## src/rtl/sdpram_rr_arbiter_pkg.sv

```systemverilog
// Shared definitions for the dual-port RAM front-end arbiter.
package sdpram_rr_arbiter_pkg;

  // Controller phases: INIT sweeps the RAM, RUN serves requesters.
  typedef enum logic {
    ST_INIT = 1'b0,
    ST_RUN  = 1'b1
  } state_e;

  // Round-robin pointer value that favours requester 0 on a tie.
  localparam logic PTR_FAVOUR_REQ0 = 1'b0;

  // True when requester 1 wins a two-way round-robin decision.
  // Requester 1 wins if it is the only one asking, or both ask
  // and the pointer currently favours it.
  function automatic logic rr_pick_req1(input logic req0,
                                        input logic req1,
                                        input logic ptr);
    return req1 && (!req0 || (ptr != PTR_FAVOUR_REQ0));
  endfunction

endpackage

```

## src/rtl/sdpram_rr_arbiter_rr_arb2.sv

```systemverilog
// Two-way round-robin arbiter with its own fairness pointer.
// Grants are purely combinational from the requests and the pointer;
// the pointer only moves when a grant is actually issued.
module rr_arb2
  import sdpram_rr_arbiter_pkg::*;
(
  input  logic clk,
  input  logic rst,
  input  logic en,
  input  logic req0,
  input  logic req1,
  output logic gnt0,
  output logic gnt1
);

  logic ptr_q;
  logic ptr_d;
  logic pick1;

  // Grant decision: nothing is granted while the arbiter is disabled.
  always_comb begin
    pick1 = rr_pick_req1(req0, req1, ptr_q);
    gnt0  = 1'b0;
    gnt1  = 1'b0;
    if (en) begin
      gnt1 = pick1;
      gnt0 = req0 && !pick1;
    end
  end

  // After a grant, hand priority to the requester that did not win.
  always_comb begin
    ptr_d = ptr_q;
    if (gnt0) begin
      ptr_d = 1'b1;
    end else if (gnt1) begin
      ptr_d = PTR_FAVOUR_REQ0;
    end
  end

  // Pointer register, cleared so requester 0 is favoured after reset.
  always_ff @(posedge clk) begin
    if (rst) begin
      ptr_q <= PTR_FAVOUR_REQ0;
    end else begin
      ptr_q <= ptr_d;
    end
  end

endmodule

```

## src/rtl/sdpram_rr_arbiter.sv

```systemverilog
// Front end for a simple dual-port RAM: after reset it sweeps every
// word to INIT_VALUE, then arbitrates two write and two read
// requesters onto the RAM's single write port and single read port.
// Read data comes straight from the RAM's registered output; the RAM
// itself forwards same-cycle writes, so no bypass logic lives here.
module sdpram_rr_arbiter
  import sdpram_rr_arbiter_pkg::*;
#(
  parameter int                    ADDR_WIDTH = 4,
  parameter int                    DATA_WIDTH = 4,
  parameter int                    DEPTH      = 2 ** ADDR_WIDTH,
  parameter logic [DATA_WIDTH-1:0] INIT_VALUE = '0
) (
  input  logic                  clk,
  input  logic                  rst,
  input  logic                  wr_req0,
  input  logic                  wr_req1,
  input  logic [ADDR_WIDTH-1:0] wr_addr0,
  input  logic [ADDR_WIDTH-1:0] wr_addr1,
  input  logic [DATA_WIDTH-1:0] wr_data0,
  input  logic [DATA_WIDTH-1:0] wr_data1,
  output logic                  wr_gnt0,
  output logic                  wr_gnt1,
  input  logic                  rd_req0,
  input  logic                  rd_req1,
  input  logic [ADDR_WIDTH-1:0] rd_addr0,
  input  logic [ADDR_WIDTH-1:0] rd_addr1,
  output logic                  rd_gnt0,
  output logic                  rd_gnt1,
  output logic                  rd_vld0,
  output logic                  rd_vld1,
  output logic [DATA_WIDTH-1:0] rd_data,
  output logic                  ram_wr_en,
  output logic [ADDR_WIDTH-1:0] ram_addr_a,
  output logic [DATA_WIDTH-1:0] ram_data_a,
  output logic                  ram_re_en,
  output logic [ADDR_WIDTH-1:0] ram_addr_b,
  input  logic [DATA_WIDTH-1:0] ram_data_b,
  output logic                  init_done
);

  localparam logic [ADDR_WIDTH-1:0] LAST_ADDR = ADDR_WIDTH'(DEPTH - 1);
  localparam logic [ADDR_WIDTH-1:0] ADDR_ONE  = ADDR_WIDTH'(1);

  state_e                  state_q;
  state_e                  state_d;
  logic [ADDR_WIDTH-1:0]   cnt_q;
  logic [ADDR_WIDTH-1:0]   cnt_d;
  logic                    init_done_q;
  logic                    init_done_d;
  logic                    rd_vld0_q;
  logic                    rd_vld0_d;
  logic                    rd_vld1_q;
  logic                    rd_vld1_d;
  logic                    run;

  assign run = (state_q == ST_RUN);

  rr_arb2 u_wr_arb (
    .clk  (clk),
    .rst  (rst),
    .en   (run),
    .req0 (wr_req0),
    .req1 (wr_req1),
    .gnt0 (wr_gnt0),
    .gnt1 (wr_gnt1)
  );

  rr_arb2 u_rd_arb (
    .clk  (clk),
    .rst  (rst),
    .en   (run),
    .req0 (rd_req0),
    .req1 (rd_req1),
    .gnt0 (rd_gnt0),
    .gnt1 (rd_gnt1)
  );

  // RAM port steering: the sweep owns the write port during INIT,
  // otherwise each port follows its arbiter winner.
  always_comb begin
    ram_re_en  = rd_gnt0 || rd_gnt1;
    ram_addr_b = rd_gnt1 ? rd_addr1 : rd_addr0;
    if (run) begin
      ram_wr_en  = wr_gnt0 || wr_gnt1;
      ram_addr_a = wr_gnt1 ? wr_addr1 : wr_addr0;
      ram_data_a = wr_gnt1 ? wr_data1 : wr_data0;
    end else begin
      ram_wr_en  = 1'b1;
      ram_addr_a = cnt_q;
      ram_data_a = INIT_VALUE;
    end
  end

  // Next-state logic: step the sweep counter and leave INIT right
  // after the last address has been written; read responses follow
  // their grant by exactly one cycle.
  always_comb begin
    state_d     = state_q;
    cnt_d       = cnt_q;
    init_done_d = init_done_q;
    rd_vld0_d   = rd_gnt0;
    rd_vld1_d   = rd_gnt1;
    case (state_q)
      ST_INIT: begin
        cnt_d = cnt_q + ADDR_ONE;
        if (cnt_q == LAST_ADDR) begin
          state_d     = ST_RUN;
          init_done_d = 1'b1;
          cnt_d       = '0;
        end
      end
      ST_RUN: begin
        init_done_d = 1'b1;
      end
      default: begin
        state_d     = ST_INIT;
        cnt_d       = '0;
        init_done_d = 1'b0;
      end
    endcase
  end

  // Controller registers; reset restarts the sweep and drops any read
  // that was granted in the reset cycle.
  always_ff @(posedge clk) begin
    if (rst) begin
      state_q     <= ST_INIT;
      cnt_q       <= '0;
      init_done_q <= 1'b0;
      rd_vld0_q   <= 1'b0;
      rd_vld1_q   <= 1'b0;
    end else begin
      state_q     <= state_d;
      cnt_q       <= cnt_d;
      init_done_q <= init_done_d;
      rd_vld0_q   <= rd_vld0_d;
      rd_vld1_q   <= rd_vld1_d;
    end
  end

  assign init_done = init_done_q;
  assign rd_vld0   = rd_vld0_q;
  assign rd_vld1   = rd_vld1_q;
  assign rd_data   = ram_data_b;

endmodule

```

## config.mk

```make
export PLATFORM = sky130hd
export DESIGN_NAME = sdpram_rr_arbiter
export DESIGN_NICKNAME = d
export VERILOG_FILES = /design/src/rtl/sdpram_rr_arbiter_pkg.sv /design/src/rtl/sdpram_rr_arbiter_rr_arb2.sv /design/src/rtl/sdpram_rr_arbiter.sv
export SDC_FILE = /design/constraint.sdc
export NUM_CORES = 1
export LEC_CHECK = 0
export ABC_CLOCK_PERIOD_IN_PS = 1900
export BUFFER_PORTS_ARGS = -buffer_cell sky130_fd_sc_hd__buf_4
export CAP_MARGIN = 10
export CORE_MARGIN = 4
export CORE_UTILIZATION = 35
export DETAILED_ROUTE_END_ITERATION = 6
export GPL_ROUTABILITY_DRIVEN = 0
export PLACE_DENSITY = 0.87
export SYNTH_ARGS = -nofsm -noshare
export SYNTH_HDL_FRONTEND = slang
export SYNTH_HIERARCHICAL = 1
export SYNTH_SLANG_ARGS = --single-unit
export TNS_END_PERCENT = 1
```

## constraint.sdc

```tcl
create_clock -name clk -period 1.9 [get_ports clk]
set_clock_uncertainty 0.15 [all_clocks]
set_input_delay 0.475 -clock clk [delete_from_list [all_inputs] [get_ports clk]]
set_output_delay 0.475 -clock clk [all_outputs]
set_load 0.02 [all_outputs]
```

Yosys cells after proc, flatten, opt, wreduce, memory -nomap -nowiden
Index checks and enable logic that the tools add are counted.
{"block": "totals", "out_inout_bits": 25, "regBits": 10, "inputBits": 34}
{"block": "classes", "reduce_logical": 14, "eq_ne": 2, "n_bitwise": 1, "n_mux": 19, "addsub": 1}
{"cell": "4-bit two-way mux", "n": 6}
{"cell": "1-bit two-way mux", "n": 12}
{"cell": "4-bit by 1-bit adder with 4-bit output, second input constant", "n": 1}
{"cell": "4-bit equality test, second input constant", "n": 1}
{"cell": "1-bit logical AND", "n": 4}
{"cell": "1-bit logical NOT", "n": 4}
{"cell": "1-bit logical OR", "n": 4}
{"cell": "2-bit nonzero test", "n": 2}
{"cell": "2-bit inequality test, second input constant", "n": 1}
{"cell": "1-bit one-hot mux with 2 select lines", "n": 1}
{"cell": "1-bit inverter", "n": 1}

Longest topological paths before layout
{"block": "depth", "word_depth": 8, "depth_mapped": 5, "mapped_depth_nobuf": 4}

Hierarchy
The synthesis kept the hierarchy.
{"module": "sdpram_rr_arbiter", "area_each_um2": 518.0, "cells_each": 63, "n_inst": 1}
{"module": "rr_arb2", "area_each_um2": 55.1, "cells_each": 8, "n_inst": 2}

Worst setup path before layout
OpenSTA, ideal clock, no wires.
{"block": "synth_path", "kind": "in2out", "from": "input port wr_req1", "to": "output port ram_addr_a[2]", "required_time_ns": 1.275, "path_buffers": 1, "path_slack_ns": -0.524, "t_arrival_ns": 1.799, "path_stages": 5, "path_cell_list": "nand2_1 a21oi_1 buf_2 mux2i_1 o21ai_0"}
{"block": "synth_via", "elab_chain_len": 4}
{"item": "start: declaration", "line_no": "sdpram_rr_arbiter.sv:17", "rtl": "input logic wr_req1,"}
{"item": "1-bit logical AND", "line_no": "sdpram_rr_arbiter_pkg.sv:19", "rtl": "return req1 && (!req0 || (ptr != PTR_FAVOUR_REQ0));"}
{"item": "1-bit two-way mux", "line_no": "sdpram_rr_arbiter_rr_arb2.sv:25", "rtl": "if (en) begin"}
{"item": "via wr_gnt1", "line_no": "sdpram_rr_arbiter.sv:23", "rtl": "output logic wr_gnt1,"}
{"item": "4-bit two-way mux", "line_no": "sdpram_rr_arbiter.sv:86", "rtl": "ram_addr_a = wr_gnt1 ? wr_addr1 : wr_addr0;"}
{"item": "4-bit two-way mux", "line_no": "sdpram_rr_arbiter.sv:84", "rtl": "if (run) begin"}
{"item": "end: declaration", "line_no": "sdpram_rr_arbiter.sv:34", "rtl": "output logic [ADDR_WIDTH-1:0] ram_addr_a,"}
The timed path passes the listed nets, and every way through them passes these cells.

Worst setup path after layout
{"block": "layout_path", "from": "register state_q (netlist: run)", "to": "output port ram_addr_a[1]"}
{"block": "layout_via", "elab_chain_len": 3}
{"item": "start: declaration", "line_no": "sdpram_rr_arbiter.sv:45", "rtl": "state_e state_q;"}
{"item": "start signal: assignment", "line_no": "sdpram_rr_arbiter.sv:134", "rtl": "state_q <= state_d;"}
{"item": "1-bit two-way mux", "line_no": "sdpram_rr_arbiter_rr_arb2.sv:25"}
{"item": "4-bit two-way mux", "line_no": "sdpram_rr_arbiter.sv:86"}
{"item": "4-bit two-way mux *", "line_no": "sdpram_rr_arbiter.sv:84"}
Every way passes the cells marked *; elsewhere a longest branch is shown, timed or not.

==> reports/summary.txt <==
LOGIC SYNTHESIS
--------------------------------------------------------------------------------------
Count of unique library cells instantiated by Yosys                                 19
Main area contributors after synthesis                                    sky130_fd_sc_hd__dfxtp_1 (32%), sky130_fd_sc_hd__mux2i_1 (14%), sky130_fd_sc_hd__a21oi_1 (9.6%)
Synthesis Warnings                                                                   6
Share of the synthesized area in the top cell type                               31.9%
Net count after synthesis                                                          114
Syn Area/Cell                                                               7.95 sq um
Synth area leader                                                         sky130_fd_sc_hd__dfxtp_1
Flops & latches, synth                                                              10
Netlist area before placement                                                628 sq um
Post-synthesis sequential area ratio                                             31.9%
Number of cells produced by synthesis                                               79

CRITICAL PATH
--------------------------------------------------------------------------------------
Worst Path Class, Setup                                                   flip-flop to output port
Worst endpoint required time                                                   1.27 ns
Count of cells along the worst register-to-register path                             5
Buffers & Inverters on Critical Path                                                 2
Maximum fanout count along the critical path                                         4
Worst Setup End Kind                                                       output port
Worst-path cell with the longest stage delay                              sky130_fd_sc_hd__dfxtp_4
Critical path cell sequence                                               nand2_4 > a21oi_4 > buf_12 > mux2i_4 > a21oi_2 > buf_6
Arrival time at the worst endpoint                                             1.44 ns
Count of cell instances traversed by the critical path                               6
Cell family with the largest share of critical-path delay                   flip-flops
Highest cell delay on the worst timing path                                    0.37 ns
Setup crit start kind                                                        flip-flop

CTS
--------------------------------------------------------------------------------------
Clock tree from TritonCTS                                                        built
H-tree lvl count                                                                     1
Num CTS Buffers                                                                      3
Clock slew at the register clock pins of the worst setup and hold paths        0.05 ns
Clock sink count                                                                    10
Clk root buf                                                              sky130_fd_sc_hd__clkbuf_4
Hold-fix buffers at CTS                                                              0
Clk Latency, worst-skew pair                                                   0.25 ns
Worst-case clock buffer depth                                                        2

CELLS AND AREA
--------------------------------------------------------------------------------------
Total inserted antenna cells                                                         0
Fraction of final layout cells with drive strength greater than 1                69.8%
Most frequent cells in the layout                                         sky130_fd_sc_hd__buf_4 (52), sky130_fd_sc_hd__buf_6 (11), sky130_fd_sc_hd__nor2_1 (7), sky130_fd_sc_hd__dfxtp_1 (7)
Total of fill cells in the finished design                                         128
Count of nets after finishing                                                      176
Area of the multi-input gates                                                499 sq um
Synth-to-Final Area Change                                                        108%
Flip-flop and latch area                                                     206 sq um
Most frequent standard cell in the layout excluding fill and tap cells    sky130_fd_sc_hd__buf_4
Non-Filler Cell Area, Final                                                 1310 sq um

PWR
--------------------------------------------------------------------------------------
LEAKAGE                                                                       0.565 nW
Switching component of the power                                              0.125 mW
Pwr dens                                                                   376 nW/um^2
Switch share                                                                     25.4%
Peak ir drop on the vdd network                                               0.434 mV
Part of the power in the clock network                                           26.8%
Part of the total power dissipated in sequential elements                        44.9%
Combinational cell fraction of total power                                       28.3%
Internal power contribution                                                   0.368 mW

STA
--------------------------------------------------------------------------------------
RSZ-0062 raised after global routing                                               yes
Max transition margin                                                            78.0%
Setup-failing EPs final                                                             14
Least-Margin Pin Slew                                                         0.328 ns
Final clock period utilization by the worst path                                  109%
Setup slack of the critical path after layout                                -0.164 ns
Final Critical Period                                                          2.06 ns
Pins Over Slew Limit                                                                 0
Achievable frequency                                                           484 MHz
Endpoints failing hold                                                               0
Fin Setup TNS                                                                 -1.85 ns

ROUTE
--------------------------------------------------------------------------------------
Average wire length per cell after detail routing                         14.0 microns
DRT Wirelength                                                            2290 microns
Remaining number of nets flagged by the antenna check after routing                  0
Remaining design rule violation count                                                0
Via density                                                                       4.93
Initial DRT Pass Iterations                                                          4
Vias after detailed routing                                                        808
Initial drt markers                                                                  7

GLOBAL ROUTE
--------------------------------------------------------------------------------------
Total congestion overflow after global routing                                       0
Initial antenna violation count                                                      0
Wire length of the first global-routing pass                              3780 microns
Maximum number of pins on one net before global-route repair                        12
Gr usage total                                                                   19.4%
Vias in the first global route                                                     882

JOB
--------------------------------------------------------------------------------------
MaxCap Viol Count                                                                    0

STATUS
--------------------------------------------------------------------------------------
Violations in the final reports                                           negative setup slack
Outcome                                                                   finished with violations

PLACE
--------------------------------------------------------------------------------------
Post-place setup slack                                                       -0.201 ns
Area of placed instances                                                    1130 sq um
Number of buffer cells added on primary ports                                       50
Detail Placement HPWL                                                     1820 microns

FLOORPLAN
--------------------------------------------------------------------------------------
Core Area                                                                   1710 sq um
Row count                                                                           15
Die Width                                                                 50.4 microns
I/O pin total                                                                       59
Area of the die                                                             2540 sq um
Starting density of the core                                                     36.8%
Die Height                                                                50.4 microns

HOLD PATH
--------------------------------------------------------------------------------------
Path category of the worst min-delay check                                flip-flop to flip-flop
Worst hold path depth                                                                2

-- worst paths after layout --
| check | from | end | slack [ns] |
|---|---|---|---|
| worst min register to register | init_done | init_done | 0.31 |
| worst max register to register | run | cnt_q[3] | 0.32 |
| worst max-delay path | run | ram_addr_a[1] | -0.16 |
| worst min-delay path | init_done | init_done | 0.31 |
-- repair_timing --
action	CTS	global route
endpoints found under the hold margin	0	0
gates resized for setup	19	15
buffers inserted	2	1
setup endpoints to repair	15	16
pin swaps	2	4
-- worst register-to-register path, stage by stage (launching register included) --
cell and delay (ns):
sky130_fd_sc_hd__dfxtp_4 0.36, sky130_fd_sc_hd__buf_4 0.14, sky130_fd_sc_hd__buf_4 0.17, sky130_fd_sc_hd__nand2b_1 0.19, sky130_fd_sc_hd__or3_1 0.36, sky130_fd_sc_hd__a21oi_1 0.15
-- synthesized netlist by cell type --
cell,instances
sky130_fd_sc_hd__a21oi_1,12
sky130_fd_sc_hd__nor2_1,11
sky130_fd_sc_hd__dfxtp_1,10
sky130_fd_sc_hd__mux2i_1,9
sky130_fd_sc_hd__nand2_1,7
sky130_fd_sc_hd__buf_4,5
sky130_fd_sc_hd__inv_1,4
sky130_fd_sc_hd__mux2_2,4
sky130_fd_sc_hd__nor2b_1,3
sky130_fd_sc_hd__o21ai_0,3
sky130_fd_sc_hd__a311oi_1,2
sky130_fd_sc_hd__or3_1,2
sky130_fd_sc_hd__a31oi_1,1
sky130_fd_sc_hd__buf_2,1
sky130_fd_sc_hd__clkbuf_1,1
sky130_fd_sc_hd__ha_1,1
sky130_fd_sc_hd__nand2b_1,1
sky130_fd_sc_hd__or2_2,1
sky130_fd_sc_hd__xnor2_1,1
-- final cells by class --
| class | count | area share, % |
|---|---|---|
| flip-flops and latches | 10 | 15.8 |
| repair buffers | 64 | 40.8 |
| clock buffers | 3 | 1.72 |
| well taps | 25 | 2.39 |
| inverters | 4 | 1.15 |
| multi-input cells | 58 | 38.1 |
-- flip-flops by register name, summed over array words and instances, names as in the netlist --
| name | count |
|---|---|
| cnt_q | 4 |
| init_done | 1 |
| rd_vld0 | 1 |
| rd_vld1 | 1 |
| run | 1 |
| u_rd_arb/ptr_q | 1 |
| u_wr_arb/ptr_q | 1 |
-- cell families (layout without fill, tap and decap cells) --
group                    count (synthesis)  after routing  share of synthesized area, %
adder cells (fa/ha/maj)                  1              1                          1.99
XOR/XNOR                                 1              1                          1.39
multiplexers                            13             13                          21.5
AO/OA/AOI/OAI                           18             18                          15.7
buffers and inverters                   11             71                          9.76
AND/OR/NAND/NOR                         25             25                          17.7
flip-flops                              10             10                          31.9
-- through the flow --
stage | utilization [%] | cells | hold slack, ns | total power, mW
after floorplan | - | 79 | 0.316 | 0.283
after global placement | 66.2 | 158 | 0.287 | 0.342
after detailed placement | 66.2 | 158 | 0.299 | 0.347
after CTS | 72.2 | 163 | 0.310 | 0.492
after global routing | 76.6 | 164 | 0.336 | 0.525
final | 76.6 | 164 | 0.308 | 0.493
-- power by group through the flow --
stage | clock, mW | sequential [mW] | combinational [mW]
floorplan | 0 | 0.225 | 0.0580
global placement | 0 | 0.226 | 0.116
detailed placement | 0 | 0.227 | 0.120
CTS | 0.142 | 0.222 | 0.128
global route | 0.152 | 0.222 | 0.152
finish | 0.132 | 0.221 | 0.140
-- routing by layer --
metal | track usage (%) | up-vias | wire length (microns)
met3 | 8.01 | 4 | 190
li1 | - | 387 | -
met2 | 38.3 | 46 | 1270
met4 | 4.04 | 0 | 38
met1 | 18.3 | 371 | 798
met5 | 0 | - | 0
Power figures use the tool's default switching activity.
